--- config.mk ---
export PLATFORM = sky130hd
export DESIGN_NAME = uart_rx_core
export DESIGN_NICKNAME = d
export VERILOG_FILES = /design/src/rtl/uart_rx_core.sv
export SDC_FILE = /design/constraint.sdc
export NUM_CORES = 1
export LEC_CHECK = 0
export BUFFER_PORTS_ARGS = -buffer_cell sky130_fd_sc_hd__clkbuf_2
export CAP_MARGIN = 25
export CORE_MARGIN = 3
export CORE_UTILIZATION = 39
export CTS_CLUSTER_DIAMETER = 150
export DETAILED_ROUTE_END_ITERATION = 10
export GPL_ROUTABILITY_DRIVEN = 0
export HOLD_SLACK_MARGIN = 0.12
export PLACE_DENSITY = 0.7
export SKIP_LAST_GASP = 1
export SLEW_MARGIN = 10
export SYNTH_ARGS = -nofsm -noshare
export SYNTH_HDL_FRONTEND = slang
export SYNTH_SLANG_ARGS = --single-unit
export TNS_END_PERCENT = 20
--- constraint.sdc ---
create_clock -name clk -period 3.8 [get_ports clk]
set_input_delay 0.38 -clock clk [delete_from_list [all_inputs] [get_ports clk]]
set_output_delay 0.38 -clock clk [all_outputs]
set_load 0.02 [all_outputs]
--- src/rtl/uart_rx_core.sv ---
// uart_rx_core: 8N1 UART receiver with runtime baud divider, one-byte holding register, framing and overrun status.
module uart_rx_core (
  input  logic        clk,
  input  logic        rstn,
  input  logic        uart_rx,
  input  logic        rx_en,
  input  logic [15:0] comp,
  output logic [7:0]  rx_data,
  output logic        rx_valid,
  input  logic        rx_ack,
  output logic        frame_err,
  output logic        overrun,
  input  logic        clr_ovr,
  output logic        busy
);
  typedef enum logic [1:0] {IDLE, START, DATA, STOP} state_t;
  state_t      state_q, state_d;
  logic        s1_q, s2_q;
  logic [15:0] cnt_q, cnt_d, comp_l_q, comp_l_d;
  logic [2:0]  idx_q, idx_d;
  logic [7:0]  shreg_q, shreg_d, data_q, data_d;
  logic        valid_q, valid_d, ferr_q, ferr_d, ovr_q, ovr_d;
  logic        rx_s, commit, half_hit, bit_hit;
  assign rx_s     = s2_q;
  assign half_hit = cnt_q == (comp_l_q >> 1) - 16'd1;
  assign bit_hit  = cnt_q == comp_l_q - 16'd1;
  always_comb begin
    state_d  = state_q;
    cnt_d    = cnt_q;
    idx_d    = idx_q;
    comp_l_d = comp_l_q;
    shreg_d  = shreg_q;
    data_d   = data_q;
    valid_d  = valid_q;
    ferr_d   = ferr_q;
    ovr_d    = ovr_q & ~clr_ovr;
    commit   = 1'b0;
    case (state_q)
      IDLE: if (rx_en && !rx_s) begin
        comp_l_d = comp;
        cnt_d    = '0;
        state_d  = START;
      end
      START: begin
        cnt_d = half_hit ? '0 : cnt_q + 16'd1;
        idx_d = half_hit ? '0 : idx_q;
        if (half_hit) state_d = rx_s ? IDLE : DATA;
      end
      DATA: begin
        cnt_d = bit_hit ? '0 : cnt_q + 16'd1;
        if (bit_hit) begin
          shreg_d[idx_q] = rx_s;
          idx_d          = idx_q + 3'd1;
          state_d        = (idx_q == 3'd7) ? STOP : DATA;
        end
      end
      default: begin
        cnt_d   = bit_hit ? '0 : cnt_q + 16'd1;
        commit  = bit_hit;
        state_d = bit_hit ? IDLE : STOP;
      end
    endcase
    // disabling mid-frame drops the partial byte; holding register is untouched
    if (!rx_en && state_q != IDLE) begin
      state_d = IDLE;
      cnt_d   = '0;
      idx_d   = '0;
      commit  = 1'b0;
    end
    if (commit && (!valid_q || rx_ack)) begin
      data_d  = shreg_q;
      ferr_d  = ~rx_s;
      valid_d = 1'b1;
    end else if (commit) begin
      ovr_d = 1'b1;
    end else if (valid_q && rx_ack) begin
      valid_d = 1'b0;
    end
  end
  always_ff @(posedge clk or negedge rstn) begin
    if (!rstn) begin
      s1_q     <= 1'b1;
      s2_q     <= 1'b1;
      state_q  <= IDLE;
      cnt_q    <= '0;
      idx_q    <= '0;
      comp_l_q <= '0;
      shreg_q  <= '0;
      data_q   <= '0;
      valid_q  <= 1'b0;
      ferr_q   <= 1'b0;
      ovr_q    <= 1'b0;
    end else begin
      s1_q     <= uart_rx;
      s2_q     <= s1_q;
      state_q  <= state_d;
      cnt_q    <= cnt_d;
      idx_q    <= idx_d;
      comp_l_q <= comp_l_d;
      shreg_q  <= shreg_d;
      data_q   <= data_d;
      valid_q  <= valid_d;
      ferr_q   <= ferr_d;
      ovr_q    <= ovr_d;
    end
  end
  assign rx_data   = data_q;
  assign rx_valid  = valid_q;
  assign frame_err = ferr_q;
  assign overrun   = ovr_q;
  assign busy      = state_q != IDLE;
endmodule
**Word-level counts from Yosys, hierarchy flattened**

Cells that the tools add are included.

- Register bits: 58
- Word-level logic and storage cells: 75

- Add/subtract/negate cells: 4
- Magnitude comparators: 2
- Eq/ne operators: 9
- Mux-type cells: 27
- Bitwise operators: 3
- Reductions and logical operators: 19

Operators by type and width:

| operator | number |
|---|---|
| $mux W16 | 4 |
| $eq A16 B16 Y1 | 2 |
| $pmux W16 S2 | 1 |
| $add A16 B1 Y16 const B | 1 |
| $sub A15 B1 Y16 const B | 1 |
| $sub A16 B1 Y16 const B | 1 |
| $mux W2 | 6 |
| $mux W1 | 9 |
| $mux W3 | 3 |
| $ne A3 B3 Y1 const B | 3 |
| $bwmux W8 | 1 |
| $pmux W2 S3 | 1 |
| $pmux W3 S2 | 1 |
| $reduce_and A2 Y1 | 3 |
| $reduce_and A3 Y1 | 2 |
| $logic_and A1 B1 Y1 | 5 |
| $lt A3 B4 Y1 const B | 1 |
| $reduce_bool A2 Y1 | 2 |
| $add A3 B1 Y3 const B | 1 |
| $demux W1 S3 | 1 |
| $eq A3 B3 Y1 const B | 1 |
| $ge A3 B1 Y1 const B | 1 |
| $logic_not A1 Y1 | 3 |
| $reduce_bool A3 Y1 | 1 |
| 8 further kinds | 9 |

**Logic depth before layout (Yosys ltp)**

- Depth after elaboration: 7
- Depth in mapped cells: 14

**Least setup slack after synthesis**

Ideal clock, no wire load.

- Path type: register -> register
- From: register comp_l_q[2]
- To: register ferr_q (netlist: frame_err)
- Setup time: 125 ps
- Arrival time: 3508 ps
- Data required time: 3675 ps
- Setup slack: 167 ps
- Cell stages (with the launch flop): 14
- Cell sequence: dfrtp_1 inv_1 ha_1 buf_6 or4b_4 nor4_1 o211a_1 o2111ai_1 or4b_1 buf_2 or2_4 or3b_1 buf_6 mux2_4

- Cells in the longest elaborated chain, start to end: 5

Ends and longest elaborated chain:

| what | line | RTL |
|---|---|---|
| start: declaration | 19 | `logic [15:0] cnt_q, cnt_d, comp_l_q, comp_l_d;` |
| start signal: assignment | 99 | `comp_l_q <= comp_l_d;` |
| $sub A16 B1 Y16 | 26 | `assign bit_hit = cnt_q == comp_l_q - 16'd1;` |
| $eq A16 B16 Y1 | 26 |  |
| $mux W1 | 38 | `case (state_q)` |
| $mux W1 | 64 | `if (!rx_en && state_q != IDLE) begin` |
| $logic_and A1 B1 Y1 | 70 | `if (commit && (!valid_q \|\| rx_ack)) begin` |
| end signal: assignment | 103 | `ferr_q <= ferr_d;` |
| end: declaration | 22 | `logic valid_q, valid_d, ferr_q, ferr_d, ovr_q, ovr_d;` |

No other way between the ends.
A chain may end at the register's enable or synchronous reset.

**Worst setup path in the final report**

- From: register comp_l_q[0]
- To: register ferr_q (netlist: frame_err)

The elaborated chain is that of the path after synthesis.

==> metrics <==
die area between 10000 and 15000 µm²; Ys Warns 0; Least-Margin Pin Slew between 0.8 and 0.9 ns; Crit path required time roughly 4.0 ns; drt via density 5.72; total track usage about 17%; Post-Syn Area ~3800 µm²; commonest non-fill, non-tap cell in the layout dfrtp_1; synth unique cells 65; placed cell areas a little over 4000 µm²; PwrDens around 420 nW/µm²; Worst setup SP type flip-flop; routed len/inst ~16 µm; Setup Fix Bufs, Post-CTS 0; period utilization a little over nine tenths; Top FF cell, synth dfrtp_1; Peak supply drop around 0.00019 V; area leader, netlist dfrtp_1; Die Span Y 104 µm; Area Overhead vs Synth 14.5%; drt total wl a little under 9000 µm; nets ~450; Worst EP arrival between 3 and 4 ns; post-detail-place hpwl between 6000 and 7000 µm; IO Port Bufs 33; post-route ant nets 0; clk_lat worst skew 0.34 ns; total gr overflow 0; RR Startpoint comp_l_q[0]; CP max FO 9; top-area cell type share of the netlist area between 30% and 40%; cts bufs inserted 9; final hold vios 0; Pre-antenna DRT Iters 5; Setup crit start comp_l_q[0]; Longest Clk Path Bufs 2; max-slew violation count 0; status finished clean; DRC Markers 0; fin util about 46%; CTS tree yes; Core ar. around 9300 µm²; Top Ports 34; DR iter-0 viols a little under 300; Final min period between 3 and 4 ns; Leak between 1.5 and 2 nW; RSZ-0062 raised after global routing false; most frequent cells in the layout dfrtp_1 (56), clkbuf_2 (33), nor2_1 (20), mux2_2 (20); Initial Utilization between 40% and 50%; Max Clk Rate approximately 280 MHz; final instance area 4320 µm²; HP Class in2async; largest net degree at the start of global routing 36; Setup crit end kind flip-flop; share of layout cells above drive strength 1 between 20% and 30%; first-pass GRT wire length 14600 µm; clock tree sinks between 50 and 60; Root Buffer clkbuf_8; Seq/Total Area, Yosys slightly below 40%; Max Cap Viol 0; via count about 3.2k; Setup Skew 0.00454 ns; Post-Syn Area per Cell between 9 and 10 µm²; Async SR Flop Fraction between 90% and 100%; cell row count 35; synthesized flop and latch total between 50 and 60; Clock Pin Slew Worst Setup and Hold Paths about 0.07 ns; die width 104 µm; final setup fails 0; antenna violations before repair 0; H-tree depth 3; Setup CP Type reg2reg; Cells after Synth ~390; syn nets slightly above 400; worst rel slew slack roughly two fifths; vias in the first global route between 3k and 4k; largest cells by area after synthesis dfrtp_1 (37%), mux2_2 (6.0%), xnor2_1 (4.0%); EDFF count, synth 0; # diodes 0
-- cell families after synthesis --
group,share of synthesized area (%)
muxes,10.4
adders and majority gates,1.66
DFF,38.6
xor gates and xnor gates,7.20
AOI/OAI and AO/OA,15.2
buffers and inverters,4.88
and+or+nand+nor,22.1
-- stage by stage --
step | power, mW | setup slack, ns | setup TNS [ns] | hold WS, ns | cells
2_1_floorplan | 1.06 | 0.167 | 0 | 0.0844 | 386
3_3_place_gp | 1.17 | 0.0804 | 0 | 0.350 | 535
3_5_place_dp | 1.18 | -0.00922 | -0.0354 | 0.348 | 535
4_1_cts | 1.83 | 0.164 | 0 | 0.171 | 552
5_1_grt | 1.92 | 0.0298 | 0 | 0.206 | 552
6_report | 1.82 | 0.193 | 0 | 0.152 | 552
-- area by class of cell --
class                           count  area, µm²
Fill cell                         878       5010
Timing Repair Buffer               51        303
Multi-Input combinational cell    289       2150
Sequential cell                    58       1450
Clock buffer                       11        141
Clock inverter                      5       77.6
Tap cell                          129        161
Inverter                            9       33.8
-- Yosys cell counts, drive strengths merged (4+ instances only) --
| master | number |
|---|---|
| a21oi | 16 |
| a22o | 4 |
| a31oi | 13 |
| and3 | 10 |
| buf | 10 |
| clkbuf | 20 |
| dfrtp | 56 |
| ha | 5 |
| inv | 9 |
| mux2 | 29 |
| nand2 | 16 |
| nand2b | 13 |
| nand3 | 15 |
| nand3b | 4 |
| nand4 | 8 |
| nor2 | 20 |
| nor3 | 11 |
| nor4 | 12 |
| o21ai | 16 |
| o31ai | 6 |
| or3b | 4 |
| or4 | 7 |
| xnor2 | 17 |
| xor2 | 14 |
-- path summary, 6_finish.rpt --
path,endpoint,slack [ns],depth (start not counted)
worst min-delay path,rx_data[4],0.15,1
worst min register to register,rx_s,0.36,0
max in group asynchronous,cnt_q[0],2.79,2
worst max register to register,frame_err,0.19,10
worst max-delay path,frame_err,0.19,10
min in group clk,comp_l_q[0],0.24,3
-- registers in the layout, indices dropped and copies added, names as in the netlist --
signal and cells:
rx_data 8, overrun 1, s1_q 1, cnt_q 16
idx_q 3, frame_err 1, shreg_q 8, comp_l_q 16
rx_s 1, rx_valid 1, state_q 2
-- critical path: stages (launching register included) --
cell and delay [ns]:
dfrtp_1 0.42, inv_1 0.14, ha_1 0.22, nor3b_2 0.42
a21oi_1 0.14, nor4b_2 0.32, o2111ai_1 0.14, or4b_1 0.60
or2_4 0.28, or3b_4 0.48, mux2_4 0.33
-- what timing repair did --
item / CTS / global route
hold buffers: 1 / 0
hold endpoints to repair: 1 / 0
gates cloned: 0 / 0
gates resized for setup: 1 / 3
setup endpoints to repair: 9 / 26
pin swaps: 0 / 0
-- layer usage --
metal	GRT usage, %	part of all wire (%)
met1	21.2	45
met2	26.8	47
met3	3.85	5.4
met4	7.12	1.8
met5	0	0
-- power by group --
group / leakage [nW] / total [mW] / switching (mW) / internal, mW
Sequential: 0.766 / 0.723 / 0.0649 / 0.658
Clock: 0.109 / 0.635 / 0.250 / 0.385
Combinational: 1.00 / 0.461 / 0.256 / 0.206
Power figures use the tool's default switching activity.
